`src/rtl/pipeline_hazard_controller.sv`:
```
// Stall/flush controller for an N-stage in-order pipeline: age-ordered hazard
// resolution, fetch drain after redirects, stall-hang watchdog and perf counters.
module pipeline_hazard_controller #(
    parameter int unsigned CORE            = 0,
    parameter int unsigned STAGES          = 7,
    parameter int unsigned FETCH_DRAIN     = 2,
    parameter int unsigned HANG_CYCLES     = 1024,
    parameter int unsigned CNT_WIDTH       = 32,
    parameter int          SCAN_CYCLES_MIN = 0,
    parameter int          SCAN_CYCLES_MAX = 1000
) (
    input  logic                 clock,
    input  logic                 reset,
    input  logic [STAGES-1:0]    stall_req,
    input  logic [STAGES-1:0]    redirect_req,
    input  logic                 clog,
    input  logic                 clear_counters,
    output logic [STAGES-1:0]    stall,
    output logic [STAGES-1:0]    flush,
    output logic                 drain_active,
    output logic                 hang_error,
    output logic [CNT_WIDTH-1:0] stall_cycles,
    output logic [CNT_WIDTH-1:0] flush_events,
    input  logic                 scan
);

    localparam int unsigned IDX_W   = $clog2(STAGES);
    localparam int unsigned DRAIN_W = (FETCH_DRAIN > 0) ? $clog2(FETCH_DRAIN + 1) : 1;
    localparam int unsigned HANG_W  = (HANG_CYCLES > 0) ? $clog2(HANG_CYCLES + 1) : 1;
    localparam logic        HANG_EN = (HANG_CYCLES > 0);

    logic                 s_vld;
    logic [IDX_W-1:0]     s_idx;
    logic                 r_vld;
    logic [IDX_W-1:0]     r_idx;
    logic                 redirect_acc;
    logic                 any_stall;

    logic [DRAIN_W-1:0]   drain_cnt_q, drain_cnt_d;
    logic [HANG_W-1:0]    hang_cnt_q, hang_cnt_d;
    logic                 hang_error_q, hang_error_d;
    logic [CNT_WIDTH-1:0] stall_cycles_q, stall_cycles_d;
    logic [CNT_WIDTH-1:0] flush_events_q, flush_events_d;
    logic [31:0]          cycle_cnt_q, cycle_cnt_d;

    // Oldest stalled stage, then the oldest redirect strictly older than it
    always_comb begin
        s_vld = 1'b0;
        s_idx = '0;
        r_vld = 1'b0;
        r_idx = '0;
        for (int i = 0; i < int'(STAGES); i++) begin
            if (stall_req[i]) begin
                s_vld = 1'b1;
                s_idx = IDX_W'(i);
            end
        end
        for (int i = 0; i < int'(STAGES); i++) begin
            if (redirect_req[i] && (!s_vld || (IDX_W'(i) > s_idx))) begin
                r_vld = 1'b1;
                r_idx = IDX_W'(i);
            end
        end
    end

    assign redirect_acc = !clog && r_vld;

    // Priority resolution followed by the fetch-drain overlay on stage 0
    always_comb begin
        stall = '0;
        flush = '0;
        if (clog) begin
            stall = '1;
        end else if (r_vld) begin
            for (int i = 0; i < int'(STAGES); i++) begin
                if (IDX_W'(i) < r_idx) flush[i] = 1'b1;
            end
        end else if (s_vld) begin
            for (int i = 0; i < int'(STAGES); i++) begin
                if (IDX_W'(i) <= s_idx)      stall[i] = 1'b1;
                if (int'(s_idx) + 1 == i)    flush[i] = 1'b1;
            end
        end
        if ((drain_cnt_q != '0) && !clog) begin
            flush[0] = 1'b1;
            stall[0] = 1'b0;
        end
    end

    assign any_stall = |stall;

    always_comb begin
        drain_cnt_d    = drain_cnt_q;
        hang_cnt_d     = hang_cnt_q;
        hang_error_d   = hang_error_q;
        stall_cycles_d = stall_cycles_q;
        flush_events_d = flush_events_q;
        cycle_cnt_d    = cycle_cnt_q + 32'd1;

        if (redirect_acc) begin
            drain_cnt_d = DRAIN_W'(FETCH_DRAIN);
        end else if (drain_cnt_q != '0) begin
            drain_cnt_d = drain_cnt_q - DRAIN_W'(1);
        end

        if (!any_stall || !HANG_EN) begin
            hang_cnt_d = '0;
        end else if (hang_cnt_q != HANG_W'(HANG_CYCLES)) begin
            hang_cnt_d = hang_cnt_q + HANG_W'(1);
        end
        if (HANG_EN && (hang_cnt_d == HANG_W'(HANG_CYCLES))) begin
            hang_error_d = 1'b1;
        end

        if (clear_counters) begin
            stall_cycles_d = '0;
            flush_events_d = '0;
        end else begin
            if (any_stall && (stall_cycles_q != '1)) begin
                stall_cycles_d = stall_cycles_q + CNT_WIDTH'(1);
            end
            if (redirect_acc && (flush_events_q != '1)) begin
                flush_events_d = flush_events_q + CNT_WIDTH'(1);
            end
        end
    end

    always_ff @(posedge clock or negedge reset) begin
        if (!reset) begin
            drain_cnt_q    <= '0;
            hang_cnt_q     <= '0;
            hang_error_q   <= 1'b0;
            stall_cycles_q <= '0;
            flush_events_q <= '0;
            cycle_cnt_q    <= '0;
        end else begin
            drain_cnt_q    <= drain_cnt_d;
            hang_cnt_q     <= hang_cnt_d;
            hang_error_q   <= hang_error_d;
            stall_cycles_q <= stall_cycles_d;
            flush_events_q <= flush_events_d;
            cycle_cnt_q    <= cycle_cnt_d;
        end
    end

    assign drain_active = (drain_cnt_q != '0);
    assign hang_error   = hang_error_q;
    assign stall_cycles = stall_cycles_q;
    assign flush_events = flush_events_q;

`ifndef SYNTHESIS
    // Simulation-only trace window
    always_ff @(posedge clock) begin
        if (reset && scan && (int'(cycle_cnt_q) >= SCAN_CYCLES_MIN)
                && (int'(cycle_cnt_q) <= SCAN_CYCLES_MAX)) begin
            $display("core %0d cyc %0d sreq %b rreq %b clog %b clr %b | stall %b flush %b drain %0d hang %0d err %b sc %0d fe %0d",
                     CORE, cycle_cnt_q, stall_req, redirect_req, clog, clear_counters,
                     stall, flush, drain_cnt_q, hang_cnt_q, hang_error_q,
                     stall_cycles_q, flush_events_q);
        end
    end
`endif

endmodule

```
`config.mk`:
```
export PLATFORM = sky130hd
export DESIGN_NAME = pipeline_hazard_controller
export DESIGN_NICKNAME = d
export VERILOG_FILES = /design/src/rtl/pipeline_hazard_controller.sv
export SDC_FILE = /design/constraint.sdc
export NUM_CORES = 1
export LEC_CHECK = 0
export ABC_AREA = 0
export CAP_MARGIN = 20
export CORE_MARGIN = 2
export CORE_UTILIZATION = 38
export CTS_CLUSTER_DIAMETER = 150
export DETAILED_ROUTE_END_ITERATION = 16
export GPL_TIMING_DRIVEN = 0
export HOLD_SLACK_MARGIN = 0.02
export SYNTH_ARGS = -nofsm -noshare
export SYNTH_HDL_FRONTEND = slang
export SYNTH_SLANG_ARGS = --single-unit
```
`constraint.sdc`:
```
create_clock -name clock -period 2.2 [get_ports clock]
set_input_delay 0.22 -clock clock [delete_from_list [all_inputs] [get_ports clock]]
set_output_delay 0.22 -clock clock [all_outputs]
set_load 0.02 [all_outputs]
```
Word level (Yosys, flattened, before mapping)
Index checks and enable logic that the tools add are counted.

Bits in registers: 78. Output and inout port bits: 80. Logic and storage cells: 130.

$add $sub $neg: 5. Magnitude comparators: 21. Equality and inequality tests: 10. Mux-type cells: 63. Reduce and logical (&&, ||, !) cells: 26.

Operator list (count): two-way mux 32 bit (4); adder 32 x 1 -> 32 bit, second input constant (2); equality test 32 x 3 -> 1 bit, second input constant (2); equality test 32 x 4 -> 1 bit, second input constant (2); inequality test 32 bit, second input constant (2); two-way mux 7 bit (6); two-way mux 1 bit (39); equality test 32 x 2 -> 1 bit, second input constant (1); zero test 32 bit (1); two-way mux 3 bit (9); two-way mux 11 bit (2); adder 11 x 1 -> 11 bit, second input constant (1); equality test 11 bit, second input constant (1); logical AND 1 bit (11); inequality test 11 bit, second input constant (1); greater-than comparator 3 bit, first input constant (3); <= comparator 3 bit, first input constant (3); < comparator 3 bit, first input constant (3); nonzero test 2 bit (4); logical OR 1 bit (7); OR reduction 7 bit (1); greater-than comparator 1 x 3 -> 1 bit, first input constant (2); greater-than comparator 2 x 3 -> 1 bit, first input constant (2); <= comparator 1 x 3 -> 1 bit, first input constant (2); other kinds (8) (14).

Logic depth before layout (Yosys ltp)
Depth in word-level cells: 24. Mapped depth: 10.

Least setup slack after synthesis
OpenSTA, ideal clock, no wires.

Path type: reg-to-reg. Start point: register stall_cycles_q[3], in the netlist stall_cycles[3]. End point: register stall_cycles_q[28], in the netlist stall_cycles[28]. Arrival time: 2.369 ns. Slack: -0.296 ns. Cell stages (with the launch flop): 9. Buffers on the path: 2. Period minus slack after synthesis: 2.496 ns. Cells stage by stage: dfrtp_1 > nand4_1 > or2_1 > buf_6 > or4_4 > and4b_1 > buf_4 > and4_1 > mux2_1.

Cells in the longest elaborated chain, start to end: 3.

RTL lines: start, declared (line 42) `logic [CNT_WIDTH-1:0] stall_cycles_q, stall_cycles_d;`; start signal, assigned (line 140) `stall_cycles_q <= stall_cycles_d;`; adder 32 x 1 -> 32 bit / inequality test 32 bit (equally long branches) (line 120, 119); two-way mux 32 bit / logical AND 1 bit (equally long branches) (line 119) `if (any_stall && (stall_cycles_q != '1)) begin`; two-way mux 32 bit / nonzero test 2 bit (equally long branches).

Parallel ways exist; a longest one is shown, timed or not. The select of a mux whose other input is x is not followed. A chain may end at the register's enable or synchronous reset.

Worst setup path in the final report
Start point: register stall_cycles_q[6], in the netlist stall_cycles[6]. End point: register stall_cycles_q[28], in the netlist stall_cycles[28].

The elaborated chain is that of the path after synthesis.

==> summary.txt <==
Slew HR -> 53.9%
Syn avg cell area -> 8.66 um^2
CTS tree -> yes
Total wire length -> 15000 um
Top-Level Pins -> 99
RSZ-0062 raised after global routing -> yes
Status -> complete, no violations
Clock power share -> 40.2%
Core ar. -> 12100 um^2
DP Worst Slack -> -1320 ps
CTS max path bufs -> 2
Setup Skew -> 8.89 ps
Design area -> 6960 um^2
Post-route setup TNS -> 0 ps
Via count -> 4936
Crit path time final -> 2150 ps
Nets -> 726
Area grow syn2layout -> 46.8%
P_int -> 2.88 mW
Most common cell after layout, fill and taps aside -> clkdlybuf4s50_1
Worst slew pin tran -> 691 ps
Sw power -> 1.13 mW
DPL Wire Length -> 9910 um
Die area -> 13400 um^2
Setup ws final -> 46.4 ps
First-pass GRT wire length -> 23600 um
Max-Cap Viols -> 0
Rows -> 40
Tightest Hold Check Type -> input pin to async pin
Async set-or-reset flop fraction in the synthesized netlist -> 100%
H-tree depth -> 3
Max incr delay on CP -> 430 ps
Flop pwr share -> 39.3%
Fin crit share -> 97.9%
Routed wl met2 -> 7040 um
Clk_lat worst skew -> 350 ps
Syn_nets -> 571
IO Port Bufs -> 93
DP Area -> 5940 um^2
CP max stage cell -> or4_4
Clk slew on worst S/H paths -> 60 ps
Worst hold slack -> 324 ps
Total grt overflow -> 0
Sequential area share after synthesis -> 41.2%
Routed Antenna Nets -> 0
Post-DR wirelength/cell -> 17.2 um
First-pass detailed-route iteration total -> 5
Slew Limit Fails -> 0
All-Layer GR Usage -> 22.5%
Critical-path cell list -> nand4_1 > or2_4 > or4_4 > and4b_2 > and4_1 > mux2_4
Synth top area cells -> dfrtp_1 (41%), a21oi_1 (5.2%), or4_1 (4.4%), nor2_1 (3.8%), o31ai_1 (3.8%)
Final Non-Filler Cells -> 875
Wl on met1 -> 6780 um
Critical path buffers and inverters -> 0
Max frequency -> 464 MHz
DR top layer -> met4
Final Util -> 57.4%
Fillers -> 1086
Post-Syn Instances -> 547
Largest net degree at the start of global routing -> 58
Post-synth EDFFs -> 0
Crit. End Element -> flop
Vias in the first global route -> 4669
Synth unique cells -> 60
Arrival @ worst endpoint -> 2390 ps
Gate power share -> 20.5%
Area share of the largest cell type after synthesis -> 41.2%
Max FO, Critical Path -> 4
PD cells -> 577 nW/um^2
Leakage power -> 2.69 nW
Critical setup path kind -> flop to flop
Initial Util -> 39.1%
Ys flop type -> dfrtp_1
Most frequent cells in the layout -> clkdlybuf4s50_1 (71), dfrtp_1 (64), buf_4 (58)
CTS buffer count -> 9
Final hold violations -> 0
Initial antenna violation count -> 0
Final total power -> 4.01 mW
Family with the most delay on the worst path -> simple AND/OR/NAND/NOR gates
Startpoint types -> flop
Mapped cell area -> 4740 um^2
Layout cells sized above 1 -> 24.5%
DR WL met3 -> 887 um
Sw Share -> 28.3%
Req. time, crit path -> 2440 ps
DIE WIDTH -> 116 um
Yosys reg bits -> 78
Dominant cell type by area after synthesis -> dfrtp_1
Final setup vio count -> 0
First DRT Iteration DRCs -> 341
Vert. Die Dim -> 116 um
Ant diodes -> 0
Placer Congestion -> 0.911
# DRC -> 0
Inst Count DP -> 809
Clk sink count -> 78
Synth warnings -> 0
Worst vdd ir -> 0.301 mV
Clk root buf -> clkbuf_16
Via/cell ratio -> 5.64
power groups by stage:
stage	combinational [mW]	clock (mW)	sequential (mW)
2_1_floorplan	0.395	0	1.61
3_3_place_gp	0.641	0	1.60
3_5_place_dp	0.664	0	1.60
4_1_cts	0.751	1.64	1.58
5_1_grt	0.915	1.71	1.59
6_report	0.824	1.61	1.58
sequential cells by signal (all words and copies together) (netlist names):
register and flops:
drain_cnt_q 2, flush_events 32, hang_cnt_q 11, hang_error 1, stall_cycles 32
routing by layer:
| layer | track usage (%) | vias up |
|---|---|---|
| met1 | 30.0 | 2417 |
| met2 | 35.7 | 140 |
| li1 | - | 2356 |
| met5 | 0 | - |
| met3 | 5.07 | 23 |
| met4 | 9.05 | 0 |
synthesized netlist by cell type (all sizes together) (9+ instances only):
cell type	instances
or3	22
nor3	18
nor2b	16
dfrtp	78
nand2	41
o21ai	27
buf	11
clkbuf	16
a21oi	50
xnor2	9
nand3	34
or4	29
xor2	9
nand4	18
o31ai	24
nor2	48
inv	15
area by class of cell:
cell class | count | area, um^2 | share of cell area, %
plain buffers | 23 | 150 | 2.16
clock buffers | 13 | 280 | 4.03
clock inverters | 3 | 40.0 | 0.576
inverters | 16 | 63.8 | 0.917
multi-input cells | 426 | 2900 | 41.7
flip-flops and latches | 78 | 1970 | 28.3
well taps | 168 | 210 | 3.02
repair buffers | 148 | 1340 | 19.3
cells by family after synthesis:
family                     share of synthesized area (%)
and+or+nand+nor                                     30.2
muxes                                               2.09
adders and majority gates                           1.32
xor gates and xnor gates                            3.33
DFF                                                 41.2
buffers and inverters                               4.15
AOI/OAI and AO/OA                                   17.7
worst paths after layout:
path / start / to / slack [ps] / depth (start not counted)
worst max register to register: stall_cycles[6] / stall_cycles[28] / 50 / 6
min in group clock: clear_counters / flush_events[22] / 400 / 4
worst min-delay path: reset / flush_events[14] / 320 / 2
worst max-delay path: stall_cycles[6] / stall_cycles[28] / 50 / 6
worst min register to register: hang_error / hang_error / 460 / 1
max in group asynchronous: reset / flush_events[3] / 1270 / 3
timing repair:
item | CTS | global route
setup buffers | 29 | 24
pin swaps | 19 | 21
hold buffers | 1 | 0
endpoints found under the setup margin | 80 | 69
cloned | 1 | 0
gates resized for setup | 94 | 57
endpoints found under the hold margin | 21 | 0
Note: power is estimated with default switching activity, not from simulation.
